<file path="config.mk">
export PLATFORM = sky130hd
export DESIGN_NAME = seq_gen_tx
export DESIGN_NICKNAME = d
export VERILOG_FILES = /design/src/rtl/seq_gen_tx.sv
export SDC_FILE = /design/constraint.sdc
export NUM_CORES = 1
export LEC_CHECK = 0
export ABC_AREA = 1
export BUFFER_PORTS_ARGS = -buffer_cell sky130_fd_sc_hd__buf_2
export CORE_UTILIZATION = 45
export DETAILED_ROUTE_END_ITERATION = 16
export PLACE_DENSITY = 0.62
export SETUP_SLACK_MARGIN = 0.2
export SLEW_MARGIN = 10
export SYNTH_ARGS = -nofsm -noshare
export SYNTH_HDL_FRONTEND = slang
export SYNTH_SLANG_ARGS = --single-unit
export TNS_END_PERCENT = 50
</file>
<file path="constraint.sdc">
create_clock -name i_clk -period 2.2 [get_ports i_clk]
set_input_delay 0.22 -clock i_clk [delete_from_list [all_inputs] [get_ports i_clk]]
set_output_delay 0.22 -clock i_clk [all_outputs]
set_load 0.02 [all_outputs]
</file>
<file path="src/rtl/seq_gen_tx.sv">
// Birthday-pattern serial transmitter: sends N frames of a 9-bit pattern LSB-first with zero gaps.
// Optional continuous mode (frame count 0 repeats until abort) under SEQ_GEN_TX_CONTINUOUS_EN.
module seq_gen_tx #(
    parameter logic [8:0] BDAY_PATTERN = 9'b100000101,
    parameter int         GAP_W        = 8,
    parameter int         CNT_W        = 16
) (
    input  logic             i_clk,
    input  logic             i_reset_n,
    input  logic             i_start,
    input  logic [CNT_W-1:0] i_frame_count,
    input  logic [GAP_W-1:0] i_gap_bits,
    input  logic             i_abort,
    output logic             o_serial_out,
    output logic             o_busy,
    output logic             o_done,
    output logic [CNT_W-1:0] o_frames_sent
);
    typedef enum logic [1:0] {IDLE, SHIFT, GAP, DONE} state_t;

    state_t           r_state;
    logic [3:0]       r_idx;
    logic [GAP_W-1:0] r_gap;
    logic [GAP_W-1:0] r_gap_cnt;
    logic [CNT_W-1:0] r_frames_left;
    logic [CNT_W-1:0] r_frames_sent;
    logic             r_cont;
    logic             r_serial;
    logic             r_busy;
    logic             r_done;

    logic             w_cont;
    logic             w_last;
    logic [3:0]       w_idx_nxt;

`ifdef SEQ_GEN_TX_CONTINUOUS_EN
    assign w_cont = (i_frame_count == '0);
`else
    assign w_cont = 1'b0;
`endif

    // r_frames_left is already decremented when the frame's last bit is driven
    assign w_last    = !r_cont && (r_frames_left == '0);
    assign w_idx_nxt = r_idx + 4'd1;

    always_ff @(posedge i_clk or negedge i_reset_n) begin
        if (!i_reset_n) begin
            r_state       <= IDLE;
            r_idx         <= '0;
            r_gap         <= '0;
            r_gap_cnt     <= '0;
            r_frames_left <= '0;
            r_frames_sent <= '0;
            r_cont        <= 1'b0;
            r_serial      <= 1'b0;
            r_busy        <= 1'b0;
            r_done        <= 1'b0;
        end else begin
            r_done <= 1'b0;
            case (r_state)
                IDLE: begin
                    r_serial <= 1'b0;
                    r_busy   <= 1'b0;
                    if (i_start && !i_abort) begin
                        r_frames_left <= i_frame_count;
                        r_gap         <= i_gap_bits;
                        r_cont        <= w_cont;
                        r_frames_sent <= '0;
                        r_idx         <= '0;
                        r_gap_cnt     <= '0;
                        if (i_frame_count == '0 && !w_cont) begin
                            r_state <= DONE;
                        end else begin
                            r_state  <= SHIFT;
                            r_serial <= BDAY_PATTERN[0];
                            r_busy   <= 1'b1;
                        end
                    end
                end
                SHIFT: begin
                    if (i_abort) begin
                        r_state  <= IDLE;
                        r_serial <= 1'b0;
                        r_busy   <= 1'b0;
                    end else if (r_idx == 4'd8) begin
                        if (w_last) begin
                            r_state  <= DONE;
                            r_serial <= 1'b0;
                            r_busy   <= 1'b0;
                            r_done   <= 1'b1;
                        end else if (r_gap == '0) begin
                            r_idx    <= '0;
                            r_serial <= BDAY_PATTERN[0];
                        end else begin
                            r_state   <= GAP;
                            r_serial  <= 1'b0;
                            r_gap_cnt <= GAP_W'(1);
                        end
                    end else begin
                        r_idx    <= w_idx_nxt;
                        r_serial <= BDAY_PATTERN[w_idx_nxt];
                        if (w_idx_nxt == 4'd8) begin
                            if (r_frames_sent != '1)
                                r_frames_sent <= r_frames_sent + CNT_W'(1);
                            if (!r_cont)
                                r_frames_left <= r_frames_left - CNT_W'(1);
                        end
                    end
                end
                GAP: begin
                    if (i_abort) begin
                        r_state  <= IDLE;
                        r_serial <= 1'b0;
                        r_busy   <= 1'b0;
                    end else if (r_gap_cnt == r_gap) begin
                        r_state  <= SHIFT;
                        r_idx    <= '0;
                        r_serial <= BDAY_PATTERN[0];
                    end else begin
                        r_gap_cnt <= r_gap_cnt + GAP_W'(1);
                        r_serial  <= 1'b0;
                    end
                end
                DONE: begin
                    // Entered from SHIFT with the pulse already up; an empty run enters
                    // with it low and raises it here, landing two cycles after start.
                    r_serial <= 1'b0;
                    r_busy   <= 1'b0;
                    if (r_done)
                        r_state <= IDLE;
                    else
                        r_done <= 1'b1;
                end
                default: r_state <= IDLE;
            endcase
        end
    end

    assign o_serial_out  = r_serial;
    assign o_busy        = r_busy;
    assign o_done        = r_done;
    assign o_frames_sent = r_frames_sent;
endmodule

</file>
==> results.py, run 1 <==
metrics = {
    "finish": {
        "post-route-util_pct": 52.9,
        "nFillCells": 849,
        "drive_above_1_share_pct": 16.8,
        "area_growth_pct": 14.1,
        "finalNetCount": 685,
        "final_area_um2": 4610,
        "diodes": 0,
        "multi_input_area_um2": 2260,
        "seqCellArea_um2": 1430,
    },
    "timing": {
        "drv_slew": 0,
        "min_period_ns": 1.84,
        "max-slew-margin-rel_pct": 53.7,
        "skew_ns": 0.00859,
        "final.setup.tns_ns": 0,
        "whs_ns": 0.0741,
        "min_period_over_period_pct": 83.4,
        "tightest_slew_ns": 0.695,
        "rsz0062_at_grt": "false",
        "setup_viol": 0,
        "max_freq_mhz": 545,
        "finalHoldViolCount": 0,
    },
    "detailed_routing": {
        "routed_wl_mm": 9.46,
        "viasPerCell": 5.04,
        "detail_route.wl_per_cell_um": 12.4,
        "drc": 0,
        "dr.pass1.iters": 4,
        "drt_first_iter_violations": 191,
        "ant_nets": 0,
        "vias": 3832,
    },
    "global_route": {
        "gr-total-overflow": 0,
        "grt_pass1_vias": 3483,
        "grt_pass1_wl_mm": 16.5,
        "antenna_found_initial": 0,
        "grt_start_max_net_pins": 31,
        "grt_use_total_pct": 21.8,
    },
    "pwr": {
        "powerDensity_nw_per_um2": 1180,
        "p_leak_nw": 2.32,
        "peakVddDrop_v": 0.000561,
        "power.total_mw": 5.43,
    },
    "clock_network": {
        "clkTransAtPathRegs_ns": 0.07,
        "h-tree-depth": 3,
        "cts-root-buf": "clkbuf_8",
        "clock_sinks": 57,
        "cts_buffers": 9,
        "clk_path_buf_depth": 2,
        "clkLatencyLatePin_ns": 0.34,
        "cts_tree": "yes",
    },
    "floorplan": {
        "start_util_pct": 46.3,
        "io_pins": 47,
        "die_area_um2": 9360,
        "row_count": 34,
        "dieWidth_um": 96.8,
        "coreArea_um2": 8720,
        "dieHeight_um": 96.8,
    },
    "placement": {
        "place_area_um2": 4410,
        "port_buffers": 46,
        "hpwl_mm": 7.04,
        "gp_congestion": 0.867,
    },
    "logic_synthesis": {
        "syn_area_per_cell_um2": 6.80,
        "yosysWarnings": 0,
        "synth_cell_types": 36,
        "synth_seq_cells": 57,
        "synth_top_area_share_pct": 35.3,
        "synth_cells": 594,
        "yosysSeqAreaShare_pct": 35.3,
        "synthArstFlopShare_pct": 100,
        "synth_flop_cell": "dfrtp_1",
        "syn_nets": 631,
        "synth_edf_count": 0,
        "synth_largest_area_cell": "dfrtp_1",
        "syn_area_um2": 4040,
        "ys_top_cells_by_area": "dfrtp_1 (35%), nand2_1 (19%), nor2_1 (6.3%)",
    },
    "worst_setup_path": {
        "crit_arrival_ns": 2.09,
        "critical_path_class": "reg -> reg",
        "r2r_slack_ns": 0.36,
        "critPathLaunchType": "register",
        "crit_fanout": 11,
        "r2r_start": "r_state[0]",
        "r2r-end": "r_frames_left[0]",
        "end_kind": "register",
        "crit_required_ns": 2.45,
        "r2r_cells": 9,
    },
    "run_status": {
        "outcome": "finished clean",
    },
    "min_path": {
        "hold_start": "i_gap_bits[6]",
        "holdPathStages": 3,
        "hp-class": "in -> reg",
        "hold_path_end": "r_gap[6]",
    },
    "job": {
        "drv_cap": 0,
    },
}
[stage by stage]
stage / setup slack, ns / instances
after CTS: 0.361 / 761
after floorplan: 0.517 / 594
after global routing: 0.201 / 761
after detailed placement: 0.379 / 744
after global placement: 0.405 / 744
final: 0.364 / 761
[routing by layer]
| layer | up-vias | share of wire [%] | track usage [%] |
|---|---|---|---|
| li1 | 2002 | - | - |
| met1 | 1734 | 50 | 30.5 |
| met2 | 83 | 44 | 33.3 |
| met3 | 13 | 4.2 | 4.19 |
| met4 | 0 | 1.9 | 8.73 |
| met5 | - | 0 | 0 |
[where the power goes]
group / total, mW / internal (mW) / switching, mW
combinational: 2.82 / 0.985 / 1.83
sequential: 1.63 / 1.34 / 0.284
clock: 0.991 / 0.552 / 0.439
[cell usage after synthesis, types with 3 or more instances]
cell and instances:
nor2_2 3, nor3_1 10, o21ai_2 13, dfrtp_1 57
inv_1 64, or2_2 3, xnor2_1 9, xor2_1 4
buf_6 5, nand2_4 4, ha_1 9, o21ai_1 4
nand2_1 208, nor2_1 68, o21ai_0 30, clkbuf_1 3
a21oi_1 7, nand3_1 45, nand3_2 6, nand4_1 18
[worst max path at each step]
stage	startpoint	endpoint	slack [ns]	cells after the start
6_report	r_state[0]	r_frames_left[0]	0.36	9
5_1_grt	r_state[0]	r_frames_left[11]	0.20	7
4_1_cts	r_state[0]	r_frames_left[0]	0.36	9
3_5_place_dp	r_state[0]	r_frames_left[3]	0.38	8
3_3_place_gp	r_state[0]	r_frames_left[1]	0.40	8
2_1_floorplan	o_frames_sent[0]	o_frames_sent[8]	0.52	11
[state kept, by name, summed over array words and instances, names as in the netlist]
register / flops
r_state: 2
o_done: 1
r_idx: 4
r_gap: 8
o_serial_out: 1
o_busy: 1
r_frames_left: 16
o_frames_sent: 16
r_gap_cnt: 8
[logic make-up after synthesis]
group | synth area share (%)
compound gates | 9.38
xor+xnor | 2.82
fa+ha+maj | 2.79
buf+inv | 8.76
flops | 35.3
simple gates | 40.9
[what timing repair did]
action / 4_1_cts / 5_1_grt
hold endpoints to repair: 28 / 0
hold buffers: 1 / 0
setup endpoints to repair: 0 / 8
setup buffers: 0 / 0
resized for setup: 0 / 1
[worst max-delay path, stage by stage (launching register included)]
cell and delay, ns:
dfrtp_1 0.41, inv_1 0.08, ha_1 0.28, nand2_4 0.11
nand2_4 0.06, nor2_4 0.13, a21boi_4 0.37, buf_4 0.19
nand2_1 0.04, o21ai_0 0.08
[cells in the final DEF (no fill, tap or decap), types with 3 or more instances in the layout]
master and n:
nand3_2 6, xnor2_1 9, ha_1 9, nand3_1 45, o21ai_1 4, o21ai_0 30, clkbuf_8 10, inv_1 64
a21oi_1 7, nand2_1 208, dfrtp_1 57, buf_2 46, nand2_4 4, nor3_1 10, nand4_1 18, xor2_1 4
or2_2 3, nor2_4 3, nor2_1 68, clkbuf_1 3, o21ai_2 13, buf_4 8
[cell type report]
type                    count  area share [%]
clock buffers              13            3.23
clock inverters             3           0.869
inverters                  67            5.51
multi-input cells         456            49.1
flip-flops and latches     57            30.9
well taps                 108            2.93
repair buffers             57            7.38
(Power assumes the default switching activity.)
==> inputs of run 2 (changes only) <==
Settings changed: PLACE_DENSITY 0.62 to 0.65.
Clock period 2.2 ns to 1.6 ns, I/O delays scaled along.
==> results.py, run 2 (synthesis results as in run 1) <==
metrics = {
    "clock_network": {
        "cts_tree": "yes",
        "clk_path_buf_depth": 2,
        "cts_buffers": 9,
        "clkLatencyLatePin_ns": 0.34,
        "cts-root-buf": "clkbuf_8",
        "clock_sinks": 57,
        "h-tree-depth": 3,
        "clkTransAtPathRegs_ns": 0.07,
    },
    "job": {
        "drv_cap": 0,
    },
    "worst_setup_path": {
        "r2r-end": "o_frames_sent[13]",
        "r2r_cells": 10,
        "critical_path_class": "reg -> reg",
        "cp_slowest_cell": "dfrtp_1",
        "cp_cell_sequence": "buf_6 > ha_4 > nand2_4 > nand2_4 > nor2_4 > buf_6 > nand3_4 > buf_12 > nand2_1 > o21ai_2",
        "end_kind": "register",
        "crit_required_ns": 1.82,
        "max_stage_delay_ns": 0.41,
        "crit_fanout": 15,
        "r2r_slack_ns": -0.04,
        "crit_arrival_ns": 1.87,
        "r2r_start": "r_state[0]",
        "critPathLaunchType": "register",
    },
    "detailed_routing": {
        "dr.pass1.iters": 5,
        "detail_route.wl_per_cell_um": 12.9,
        "vias": 4096,
        "drc": 0,
        "viasPerCell": 5.06,
        "ant_nets": 0,
        "drt_first_iter_violations": 165,
        "routed_wl_mm": 10.5,
    },
    "timing": {
        "finalHoldViolCount": 0,
        "whs_ns": 0.0192,
        "tightest_slew_ns": 0.479,
        "min_period_over_period_pct": 103,
        "rsz0062_at_grt": "true",
        "min_period_ns": 1.64,
        "finalWorstSetupSlack_ns": -0.0423,
        "drv_slew": 0,
        "max-slew-margin-rel_pct": 67.8,
        "max_freq_mhz": 609,
        "setup_viol": 29,
        "skew_ns": 0.00764,
        "final.setup.tns_ns": -0.506,
    },
    "floorplan": {
        "dieWidth_um": 96.8,
        "coreArea_um2": 8720,
        "die_area_um2": 9360,
        "dieHeight_um": 96.8,
        "row_count": 34,
        "start_util_pct": 46.3,
        "io_pins": 47,
    },
    "placement": {
        "hpwl_mm": 7.42,
        "place_worst_setup_slack_ns": -0.0809,
        "port_buffers": 46,
        "place_inst": 785,
        "gp_congestion": 0.961,
    },
    "finish": {
        "nFillCells": 803,
        "drive_above_1_share_pct": 29.1,
        "finalNetCount": 733,
        "diodes": 0,
        "final_common_cell": "nand2_1",
        "area_growth_pct": 30.7,
        "seqCellArea_um2": 1430,
        "multi_input_area_um2": 2460,
        "final_cell_mix": "nand2_1 (190), nor2_1 (63), inv_1 (59)",
        "finalNonFillerCells": 809,
    },
    "global_route": {
        "gr-total-overflow": 0,
        "antenna_found_initial": 0,
        "grt_pass1_vias": 3872,
        "grt_start_max_net_pins": 58,
        "grt_use_total_pct": 23.3,
        "grt_pass1_wl_mm": 17.7,
    },
    "min_path": {
        "hold_path_end": "r_gap[6]",
        "hp-class": "in -> reg",
        "hold_start": "i_gap_bits[6]",
        "holdPathStages": 3,
    },
    "pwr": {
        "powerDensity_nw_per_um2": 1740,
        "p_leak_nw": 2.62,
        "peakVddDrop_v": 0.000979,
    },
    "run_status": {
        "outcome": "complete, but fails checks",
        "violations": "setup timing",
    },
}
[run 2: what timing repair did]
action | 4_1_cts | 5_1_grt
endpoints found under the hold margin | 57 | 0
hold buffers | 1 | 0
cloned | 1 | 0
endpoints found under the setup margin | 52 | 57
pin swaps | 5 | 14
gates resized for setup | 22 | 37
setup buffers | 3 | 3
[run 2: routing by layer]
metal | wire (µm) | share of wire (%) | track usage (%)
met4 | 203 | 1.9 | 8.15
met2 | 5000 | 48 | 38.9
met3 | 297 | 2.8 | 3.18
met1 | 4970 | 47 | 30.9
met5 | 0 | 0 | 0
[run 2: how the worst max path moves through the flow]
stage	slack, ns	start	depth (start not counted)	endpoint
6_report	-0.04	r_state[0]	10	o_frames_sent[13]
5_1_grt	-0.11	r_state[0]	10	o_frames_sent[4]
4_1_cts	-0.03	r_state[0]	10	o_frames_sent[12]
3_5_place_dp	-0.08	r_state[1]	9	o_frames_sent[4]
3_3_place_gp	-0.03	r_state[0]	8	r_gap_cnt[7]
2_1_floorplan	0.04	r_state[1]	11	o_frames_sent[8]
[run 2: layout make-up]
cell class	instances	share of cell area [%]
multi-input combinational	456	46.7
sequential	57	27.1
timing repair buffer	105	14.9
inverter	67	4.91
clock buffer	14	3.27
tap	108	2.56
clock inverter	2	0.664
[run 2: worst max-delay path: cells and delay by family (launching register included)]
family                     cells  cell delay (ns)
buffers and inverters          3             0.43
and+or+nand+nor                5             0.43
DFF                            1             0.41
adders and majority gates      1             0.19
AOI/OAI and AO/OA              1             0.06
[run 2: through the flow]
stage	total power [mW]	instance area [µm²]	utilization, %
after floorplan	5.46	4100	-
after global placement	6.83	4790	55.0
after detailed placement	6.91	4790	55.0
after CTS	8.84	5140	58.9
after global routing	9.93	5280	60.5
final	9.16	5280	60.5
[run 2: report_power, final]
part | internal, mW | switching (mW) | total [mW]
registers | 1.85 | 0.350 | 2.20
clock network | 0.847 | 0.608 | 1.46
logic | 2.33 | 3.18 | 5.51
